<file path="config.mk">
export PLATFORM = sky130hd
export DESIGN_NAME = counter
export DESIGN_NICKNAME = d
export VERILOG_FILES = /design/src/rtl/counter.sv
export SDC_FILE = /design/constraint.sdc
export NUM_CORES = 1
export LEC_CHECK = 0
export CORE_AREA = 2 2 39 41
export CTS_CLUSTER_DIAMETER = 40
export CTS_CLUSTER_SIZE = 8
export DETAILED_ROUTE_END_ITERATION = 6
export DIE_AREA = 0 0 41 43
export PLACE_DENSITY = 0.74
export SYNTH_ARGS = -nofsm -noshare
export SYNTH_HDL_FRONTEND = slang
export SYNTH_SLANG_ARGS = --single-unit
</file>
<file path="constraint.sdc">
create_clock -name clk -period 2.61 [get_ports clk]
set_input_delay 0.783 -clock clk [delete_from_list [all_inputs] [get_ports clk]]
set_output_delay 0.783 -clock clk [all_outputs]
set_load 0.05 [all_outputs]
</file>
<file path="src/rtl/counter.sv">
// Loadable, enable-gated up-counter with a programmable terminal count.
// Counts 0..MAX_COUNT, wraps to 0 and raises a one-cycle overflow pulse in
// the same cycle the wrapped zero appears. Both outputs come straight from
// flops, so no input reaches an output without passing through a register.
module counter #(
    parameter int WIDTH     = 8,
    parameter int MAX_COUNT = 255
) (
    input  logic             clk,
    input  logic             reset,
    input  logic             enable,
    input  logic             load,
    input  logic [WIDTH-1:0] load_value,
    output logic [WIDTH-1:0] count,
    output logic             overflow
);

    // Largest value representable in WIDTH bits. It is held in 64 bits so
    // that wide counters do not overflow the limit check itself.
    localparam longint unsigned MAX_ALLOWED = (64'd1 << WIDTH) - 64'd1;

    // Reject a terminal count that cannot be represented in the counter.
    if (WIDTH < 1) begin : g_bad_width
        $error("counter: WIDTH must be at least 1");
    end
    if ((MAX_COUNT < 0) || (longint'(MAX_COUNT) > longint'(MAX_ALLOWED))) begin : g_bad_max
        $error("counter: MAX_COUNT does not fit in WIDTH bits");
    end

    localparam logic [WIDTH-1:0] TERMINAL = WIDTH'(MAX_COUNT);
    localparam logic [WIDTH-1:0] ONE      = WIDTH'(1);
    localparam logic [WIDTH-1:0] ZERO     = WIDTH'(0);

    logic [WIDTH-1:0] count_r;
    logic             overflow_r;
    logic [WIDTH-1:0] count_next_s;
    logic             overflow_next_s;

    // Next-state selection: load beats counting; a count at or above the
    // terminal value (including an out-of-range load) wraps on the next
    // enabled edge, so the wrap is modulo MAX_COUNT+1 rather than 2**WIDTH.
    always_comb begin
        count_next_s    = count_r;
        overflow_next_s = 1'b0;
        if (load) begin
            count_next_s    = load_value;
            overflow_next_s = 1'b0;
        end else if (enable) begin
            if (count_r >= TERMINAL) begin
                count_next_s    = ZERO;
                overflow_next_s = 1'b1;
            end else begin
                count_next_s    = count_r + ONE;
                overflow_next_s = 1'b0;
            end
        end else begin
            count_next_s    = count_r;
            overflow_next_s = 1'b0;
        end
    end

    // State and output registers; reset clears both immediately and holds them.
    always_ff @(posedge clk or negedge reset) begin
        if (!reset) begin
            count_r    <= ZERO;
            overflow_r <= 1'b0;
        end else begin
            count_r    <= count_next_s;
            overflow_r <= overflow_next_s;
        end
    end

    assign count    = count_r;
    assign overflow = overflow_r;

endmodule

</file>
==> impl_metrics.xml, run 1 <==
<?xml version="1.0" encoding="UTF-8"?>
<metrics>
  <group name="route">
    <metric name="detailroute.via_count" unit="">505</metric>
    <metric name="drt_first_pass_iters" unit="">4</metric>
    <metric name="drtIter0Drc" unit="">8</metric>
    <metric name="post_drt_wl_per_cell" unit="um">12.66</metric>
    <metric name="wl" unit="mm">1.215</metric>
    <metric name="drt-vias-per-instance" unit="">5.260</metric>
    <metric name="drc_violations_left" unit="">0</metric>
    <metric name="final_antenna_net_count" unit="">0</metric>
  </group>
  <group name="pwr">
    <metric name="power_frac_seq" unit="">0.406</metric>
    <metric name="switching_power" unit="uW">158.5</metric>
    <metric name="ir_worst_vdd" unit="mV">0.2670</metric>
    <metric name="power.clock.fraction" unit="">0.251</metric>
    <metric name="intPower" unit="uW">273.5</metric>
    <metric name="power_frac_comb" unit="">0.344</metric>
    <metric name="power.density_cell_area" unit="nW/um2">566.1</metric>
    <metric name="switching_share" unit="">0.3669</metric>
    <metric name="total_leakage_power" unit="nW">0.2933</metric>
  </group>
  <group name="cells_and_area">
    <metric name="n_antenna_cell" unit="">0</metric>
    <metric name="fin_area" unit="um2">763.2</metric>
    <metric name="nNetsFinal" unit="">94</metric>
    <metric name="post_route_cells_drive_above_1_share" unit="">0.1000</metric>
    <metric name="flow.area_growth_from_synthesis" unit="%">45.24</metric>
    <metric name="multi_input_comb_area" unit="um2">280.3</metric>
    <metric name="num-fill-cells" unit="">142</metric>
    <metric name="sequential_cell_area_in_the_final_layout" unit="um2">225.2</metric>
    <metric name="finalNonFillerCells" unit="">96</metric>
  </group>
  <group name="outcome">
    <metric name="run_status" unit="">finished clean</metric>
  </group>
  <group name="grt">
    <metric name="largest_net_degree_at_the_start_of_global_routing" unit="">13</metric>
    <metric name="number_of_global_route_vias_before_repair" unit="">491</metric>
    <metric name="globalRouteTotalUtil" unit="">0.1812</metric>
    <metric name="number_of_antenna_violations_at_the_first_check_in_global_routing" unit="">0</metric>
    <metric name="global_route_wire_length_before_repair" unit="mm">2.132</metric>
    <metric name="total_congestion_overflow_after_global_routing" unit="">0</metric>
  </group>
  <group name="hold_path">
    <metric name="hold_depth" unit="">1</metric>
    <metric name="worstHoldPathType" unit="">reg -&gt; reg</metric>
    <metric name="worstHoldStart" unit="">count[7]$_DFFE_PN0P_</metric>
  </group>
  <group name="yosys">
    <metric name="synth.cell_area" unit="um2">525.5</metric>
    <metric name="postSynth.topFlopCell" unit="">sky130_fd_sc_hd__dfrtp_1</metric>
    <metric name="ys_seq_elements" unit="">9</metric>
    <metric name="synth-edff-count" unit="">0</metric>
    <metric name="syn-mean-instance-area" unit="um2">9.060</metric>
    <metric name="synth_largest_area_cell" unit="">sky130_fd_sc_hd__dfrtp_1</metric>
    <metric name="yosys_warnings" unit="">0</metric>
    <metric name="ys_types" unit="">22</metric>
    <metric name="post-synth-top-count-cell" unit="">sky130_fd_sc_hd__dfrtp_1</metric>
    <metric name="synthTopCellsByCount" unit="">sky130_fd_sc_hd__dfrtp_1 (9), sky130_fd_sc_hd__nand2_1 (8), sky130_fd_sc_hd__o21ai_0 (6), sky130_fd_sc_hd__a21oi_1 (5)</metric>
    <metric name="ys_async_sr_fraction" unit="">1.000</metric>
    <metric name="synth_largest_type_area_fraction" unit="">0.4286</metric>
    <metric name="synthTopCellsByArea" unit="">sky130_fd_sc_hd__dfrtp_1 (43%), sky130_fd_sc_hd__xor2_1 (6.7%), sky130_fd_sc_hd__o21ai_0 (5.7%), sky130_fd_sc_hd__nand2_1 (5.7%), sky130_fd_sc_hd__a21oi_1 (4.8%)</metric>
    <metric name="syn-num-nets" unit="">71</metric>
    <metric name="synthesis.instances" unit="">58</metric>
    <metric name="synth_sequential_area_ratio" unit="">0.4286</metric>
  </group>
  <group name="clocking">
    <metric name="cts.path.max_buffers" unit="">2</metric>
    <metric name="cts_setup_buffers" unit="">0</metric>
    <metric name="cts_root_buf" unit="">sky130_fd_sc_hd__clkbuf_4</metric>
    <metric name="clock_tree.htree_level_count" unit="">1</metric>
    <metric name="cts_resized" unit="">0</metric>
    <metric name="numCtsBuffers" unit="">3</metric>
    <metric name="cts_hold_buf" unit="">0</metric>
    <metric name="clock_tree_from_tritoncts" unit="">built</metric>
    <metric name="insertion_delay" unit="ns">0.26</metric>
    <metric name="clkTransAtPathRegs" unit="ns">0.06</metric>
    <metric name="clock_sinks" unit="">9</metric>
  </group>
  <group name="floorplanning">
    <metric name="fp-row-count" unit="">14</metric>
    <metric name="start_util" unit="">0.3797</metric>
    <metric name="design.die.area" unit="um2">1763</metric>
    <metric name="io_pins" unit="">21</metric>
    <metric name="die_w" unit="um">41</metric>
    <metric name="die-height" unit="um">43</metric>
    <metric name="core" unit="um2">1384</metric>
  </group>
  <group name="worst_setup_path">
    <metric name="worstSetupStartpoint" unit="">count[1]$_DFFE_PN0P_</metric>
    <metric name="highest_delay_cell_along_the_critical_path" unit="">sky130_fd_sc_hd__clkdlybuf4s50_1</metric>
    <metric name="r2r_end" unit="">count[3]$_DFFE_PN0P_</metric>
    <metric name="setup.worst_path.class" unit="">reg -&gt; out</metric>
    <metric name="cp-end-kind" unit="">output pin</metric>
    <metric name="rr_startpoint" unit="">count[1]$_DFFE_PN0P_</metric>
    <metric name="worstRegToRegCells" unit="">4</metric>
    <metric name="timing.critical_path.depth" unit="">1</metric>
    <metric name="timing.critical_path.cells" unit="">clkdlybuf4s50_1</metric>
    <metric name="worstPathMaxFanout" unit="">6</metric>
    <metric name="worst-r2r-setup-slack" unit="ns">1.31</metric>
    <metric name="worst_ep_required_time" unit="ns">1.83</metric>
    <metric name="worst_setup_path_endpoint" unit="">count[1]</metric>
    <metric name="critical_path.max_stage_delay" unit="ns">0.84</metric>
    <metric name="worst_setup_path_start_kind" unit="">flip-flop</metric>
    <metric name="cp_data_arrival_time" unit="ns">1.56</metric>
    <metric name="path_delay_family" unit="">buffers and inverters</metric>
    <metric name="critPathBufInv" unit="">1</metric>
  </group>
  <group name="timing">
    <metric name="max_clock_freq" unit="MHz">426.8</metric>
    <metric name="worst_clock_skew" unit="ns">0.002098</metric>
    <metric name="setup_total_negative_slack" unit="ns">0</metric>
    <metric name="share_of_the_cycle_needed_by_the_critical_path_after_routing" unit="">0.8978</metric>
    <metric name="unrepaired_setup_endpoints_after_global_routing" unit="">no</metric>
    <metric name="timing_worst_slew_pin_value" unit="ns">0.5023</metric>
    <metric name="setup_violations" unit="">0</metric>
    <metric name="min_period" unit="ns">2.343</metric>
    <metric name="max_slew_margin" unit="">0.6641</metric>
    <metric name="finalMaxSlewViolations" unit="">0</metric>
    <metric name="timing_hold_violations_final" unit="">0</metric>
    <metric name="post-route-worst-setup-slack" unit="ns">0.2667</metric>
  </group>
  <group name="placement">
    <metric name="dpl.cell_count" unit="">92</metric>
    <metric name="port_buffers" unit="">20</metric>
    <metric name="post-place-ws" unit="ns">0.4528</metric>
    <metric name="globalplace.congestion" unit="">0.7746</metric>
    <metric name="post_dp_cell_area" unit="um2">737.0</metric>
    <metric name="dpl.hpwl" unit="um">931.7</metric>
  </group>
  <group name="flow_run">
    <metric name="max-cap-violations" unit="">0</metric>
  </group>
</metrics>
-- logic make-up (layout without fill, tap and decap cells) --
| logic type | after synthesis | after routing | share of synthesized area |
|---|---|---|---|
| compound gates | 16 | 16 | 0.1786 |
| xor+xnor | 5 | 5 | 0.08333 |
| buf+inv | 4 | 26 | 0.03808 |
| mux | 1 | 1 | 0.01905 |
| fa+ha+maj | 1 | 1 | 0.02381 |
| flops | 9 | 9 | 0.4286 |
| simple gates | 22 | 22 | 0.2286 |
-- state kept, by name, summed over array words and instances, names as in the netlist --
register,cells
overflow,1
count,8
-- power by group through the flow --
| stage | Sequential [mW] | Clock (mW) | Combinational, mW |
|---|---|---|---|
| after global routing | 0.179 | 0.117 | 0.162 |
| after floorplan | 0.224 | 0 | 0.0438 |
| after global placement | 0.177 | 0 | 0.147 |
| after detailed placement | 0.177 | 0 | 0.149 |
| after CTS | 0.175 | 0.112 | 0.150 |
| final | 0.175 | 0.108 | 0.148 |
-- worst min-delay path by stage --
| stage | slack, ns | to |
|---|---|---|
| 6_report | 0.55 | count[7]$_DFFE_PN0P_ |
| 5_1_grt | 0.58 | count[7]$_DFFE_PN0P_ |
| 4_1_cts | 0.55 | count[7]$_DFFE_PN0P_ |
| 3_5_place_dp | 0.55 | count[7]$_DFFE_PN0P_ |
| 3_3_place_gp | 0.54 | count[7]$_DFFE_PN0P_ |
| 2_1_floorplan | 0.49 | count[0]$_DFFE_PN0P_ |
-- final cells by class --
cell class,instances,share of cell area
Multi-Input combinational cell,45,0.3672
Sequential cell,9,0.2951
Timing Repair Buffer,21,0.2721
Clock buffer,4,0.03443
Tap cell,16,0.02623
Inverter,1,0.004918
-- routing by layer --
metal  global-route usage  wire (um)
met5                    0          0
met4               0.1200         38
met3              0.03141         54
met2               0.2625        595
met1               0.2343        527
-- per-stage QoR --
stage / util / power [mW] / hold slack, ns
final: 0.5515 / 0.4320 / 0.5526
after global routing: 0.5515 / 0.4581 / 0.5788
after CTS: 0.5515 / 0.4371 / 0.5541
after detailed placement: 0.5326 / 0.3262 / 0.5455
after global placement: 0.5326 / 0.3245 / 0.5408
after floorplan: - / 0.2677 / 0.4874
-- placed cells by master (no fill, tap or decap) --
cell / count
sky130_fd_sc_hd__a21oi_1: 5
sky130_fd_sc_hd__a22oi_1: 1
sky130_fd_sc_hd__and4_4: 1
sky130_fd_sc_hd__buf_4: 1
sky130_fd_sc_hd__clkbuf_1: 1
sky130_fd_sc_hd__clkbuf_4: 3
sky130_fd_sc_hd__clkdlybuf4s50_1: 20
sky130_fd_sc_hd__dfrtp_1: 9
sky130_fd_sc_hd__ha_1: 1
sky130_fd_sc_hd__inv_1: 1
sky130_fd_sc_hd__mux2i_1: 1
sky130_fd_sc_hd__nand2_1: 8
sky130_fd_sc_hd__nand3_1: 2
sky130_fd_sc_hd__nand3_2: 2
sky130_fd_sc_hd__nand4_1: 1
sky130_fd_sc_hd__nor2_1: 4
sky130_fd_sc_hd__nor2b_1: 2
sky130_fd_sc_hd__nor3b_1: 2
sky130_fd_sc_hd__o21ai_0: 6
sky130_fd_sc_hd__o21ai_1: 3
sky130_fd_sc_hd__o311ai_2: 1
sky130_fd_sc_hd__xnor2_1: 1
sky130_fd_sc_hd__xor2_1: 4
(Power assumes the default switching activity.)
==> inputs of run 2 (changes only) <==
GPL_TIMING_DRIVEN = 0   (was not set)
==> impl_metrics.xml, run 2 (synthesized netlist as in run 1, its figures left out) <==
<?xml version="1.0" encoding="UTF-8"?>
<metrics>
  <group name="grt">
    <metric name="number_of_global_route_vias_before_repair" unit="">430</metric>
    <metric name="globalRouteTotalUtil" unit="">0.1704</metric>
    <metric name="number_of_antenna_violations_at_the_first_check_in_global_routing" unit="">0</metric>
    <metric name="total_congestion_overflow_after_global_routing" unit="">0</metric>
    <metric name="global_route_wire_length_before_repair" unit="mm">1.883</metric>
    <metric name="largest_net_degree_at_the_start_of_global_routing" unit="">11</metric>
  </group>
  <group name="timing">
    <metric name="max_clock_freq" unit="MHz">425.6</metric>
    <metric name="min_period" unit="ns">2.350</metric>
    <metric name="share_of_the_cycle_needed_by_the_critical_path_after_routing" unit="">0.9003</metric>
    <metric name="unrepaired_setup_endpoints_after_global_routing" unit="">no</metric>
    <metric name="timing_hold_violations_final" unit="">0</metric>
    <metric name="finalHoldWorstSlack" unit="ns">0.5886</metric>
    <metric name="timing_worst_slew_pin_value" unit="ns">0.4968</metric>
    <metric name="setup_total_negative_slack" unit="ns">0</metric>
    <metric name="finalMaxSlewViolations" unit="">0</metric>
    <metric name="worst_clock_skew" unit="ns">0.001597</metric>
    <metric name="max_slew_margin" unit="">0.6678</metric>
    <metric name="setup_violations" unit="">0</metric>
  </group>
  <group name="worst_setup_path">
    <metric name="cp-end-kind" unit="">output pin</metric>
    <metric name="highest_delay_cell_along_the_critical_path" unit="">sky130_fd_sc_hd__clkdlybuf4s50_1</metric>
    <metric name="path_delay_family" unit="">buffers and inverters</metric>
    <metric name="worst_setup_path_start_kind" unit="">flip-flop</metric>
    <metric name="critPathBufInv" unit="">1</metric>
    <metric name="timing.critical_path.cells" unit="">clkdlybuf4s50_1</metric>
    <metric name="cp_data_arrival_time" unit="ns">1.57</metric>
    <metric name="worstRegToRegCells" unit="">4</metric>
    <metric name="worstSetupStartpoint" unit="">count[0]$_DFFE_PN0P_</metric>
    <metric name="worstPathMaxFanout" unit="">7</metric>
    <metric name="worst_ep_required_time" unit="ns">1.83</metric>
    <metric name="timing.critical_path.depth" unit="">1</metric>
    <metric name="r2r_end" unit="">count[4]$_DFFE_PN0P_</metric>
    <metric name="critical_path.max_stage_delay" unit="ns">0.84</metric>
    <metric name="rr_startpoint" unit="">count[0]$_DFFE_PN0P_</metric>
    <metric name="worst-r2r-setup-slack" unit="ns">1.30</metric>
    <metric name="worst_setup_path_endpoint" unit="">count[0]</metric>
    <metric name="setup.worst_path.class" unit="">reg -&gt; out</metric>
  </group>
  <group name="floorplanning">
    <metric name="die_w" unit="um">41</metric>
    <metric name="start_util" unit="">0.3797</metric>
    <metric name="design.die.area" unit="um2">1763</metric>
    <metric name="die-height" unit="um">43</metric>
    <metric name="fp-row-count" unit="">14</metric>
    <metric name="io_pins" unit="">21</metric>
    <metric name="core" unit="um2">1384</metric>
  </group>
  <group name="pwr">
    <metric name="switching_share" unit="">0.3741</metric>
    <metric name="ir_worst_vdd" unit="mV">0.2544</metric>
    <metric name="intPower" unit="uW">272.0</metric>
    <metric name="post-layout-total-power" unit="uW">434.6</metric>
    <metric name="total_leakage_power" unit="nW">0.2905</metric>
    <metric name="power.density_cell_area" unit="nW/um2">577.9</metric>
    <metric name="power_frac_seq" unit="">0.403</metric>
    <metric name="power_frac_comb" unit="">0.337</metric>
    <metric name="switching_power" unit="uW">162.6</metric>
    <metric name="power.clock.fraction" unit="">0.260</metric>
  </group>
  <group name="clocking">
    <metric name="insertion_delay" unit="ns">0.27</metric>
    <metric name="cts_hold_buf" unit="">0</metric>
    <metric name="clkTransAtPathRegs" unit="ns">0.06</metric>
    <metric name="cts_resized" unit="">0</metric>
    <metric name="numCtsBuffers" unit="">3</metric>
    <metric name="clock_tree.htree_level_count" unit="">1</metric>
    <metric name="cts.path.max_buffers" unit="">2</metric>
    <metric name="cts_root_buf" unit="">sky130_fd_sc_hd__clkbuf_4</metric>
    <metric name="cts_setup_buffers" unit="">0</metric>
    <metric name="clock_tree_from_tritoncts" unit="">built</metric>
    <metric name="clock_sinks" unit="">9</metric>
  </group>
  <group name="hold_path">
    <metric name="worstHoldPathType" unit="">reg -&gt; reg</metric>
  </group>
  <group name="outcome">
    <metric name="run_status" unit="">finished clean</metric>
  </group>
  <group name="cells_and_area">
    <metric name="n_antenna_cell" unit="">0</metric>
    <metric name="final_cell_mix" unit="">sky130_fd_sc_hd__clkdlybuf4s50_1 (18), sky130_fd_sc_hd__dfrtp_1 (9), sky130_fd_sc_hd__nand2_1 (8)</metric>
    <metric name="nNetsFinal" unit="">94</metric>
    <metric name="post_route_cells_drive_above_1_share" unit="">0.1125</metric>
    <metric name="largest_register_ffs" unit="">8</metric>
    <metric name="most_common_cell_after_layout_fill_and_taps_aside" unit="">sky130_fd_sc_hd__clkdlybuf4s50_1</metric>
    <metric name="flow.area_growth_from_synthesis" unit="%">43.10</metric>
  </group>
  <group name="route">
    <metric name="drc_violations_left" unit="">0</metric>
    <metric name="detailroute.via_count" unit="">488</metric>
    <metric name="post_drt_wl_per_cell" unit="um">12.58</metric>
    <metric name="drt_first_pass_iters" unit="">4</metric>
    <metric name="final_antenna_net_count" unit="">0</metric>
    <metric name="wl" unit="mm">1.208</metric>
    <metric name="drtIter0Drc" unit="">6</metric>
    <metric name="drt-vias-per-instance" unit="">5.083</metric>
  </group>
  <group name="placement">
    <metric name="dpl.hpwl" unit="um">930.7</metric>
    <metric name="port_buffers" unit="">18</metric>
    <metric name="globalplace.congestion" unit="">0.7613</metric>
  </group>
  <group name="flow_run">
    <metric name="max-cap-violations" unit="">0</metric>
  </group>
</metrics>
[run 2: cell types whose count changed in the layout (fill, tap and decap cells not counted), sizes merged]
| cell | change |
|---|---|
| clkdlybuf4s50 | -2 |
| clkbuf | +1 |
| buf | +1 |
[run 2: metrics by stage]
stage / instances / worst slack, ns / util / instance area (um2)
floorplan: 58 / 1.057 / - / 525.5
global placement: 92 / 0.5421 / 0.5244 / 725.7
detailed placement: 92 / 0.5478 / 0.5244 / 725.7
CTS: 96 / 0.2524 / 0.5434 / 752.0
global route: 96 / 0.1968 / 0.5434 / 752.0
finish: 96 / 0.2602 / 0.5434 / 752.0
[run 2: how the worst min path moves through the flow]
stage | slack (ns) | endpoint | start | cells after the start
global placement | 0.54 | count[7]$_DFFE_PN0P_ | count[7]$_DFFE_PN0P_ | 1
detailed placement | 0.57 | count[7]$_DFFE_PN0P_ | count[7]$_DFFE_PN0P_ | 1
floorplan | 0.49 | count[0]$_DFFE_PN0P_ | reset | 0
global route | 0.60 | count[7]$_DFFE_PN0P_ | count[7]$_DFFE_PN0P_ | 1
CTS | 0.58 | count[7]$_DFFE_PN0P_ | count[7]$_DFFE_PN0P_ | 1
finish | 0.59 | count[7]$_DFFE_PN0P_ | count[7]$_DFFE_PN0P_ | 1
[run 2: final cells by class]
type / instances / area [um2]
inverters: 1 / 3.754
plain buffers: 3 / 16.27
well taps: 16 / 20.02
clock buffers: 4 / 26.28
multi-input cells: 45 / 280.3
repair buffers: 18 / 180.2
fillers: 138 / 631.9
flip-flops and latches: 9 / 225.2
[run 2: power by group through the flow]
stage	Sequential [mW]	Clock (mW)	Combinational [mW]
2_1_floorplan	0.224	0	0.0438
5_1_grt	0.178	0.126	0.157
3_5_place_dp	0.177	0	0.147
3_3_place_gp	0.176	0	0.145
4_1_cts	0.175	0.115	0.148
6_report	0.175	0.113	0.146
[run 2: metal layers]
metal | vias to the layer above | track usage | part of all wire
li1 | 246 | - | -
met3 | 4 | 0.04712 | 0.055
met2 | 14 | 0.2375 | 0.52
met1 | 224 | 0.1993 | 0.39
met4 | 0 | 0.1533 | 0.027
met5 | - | 0 | 0
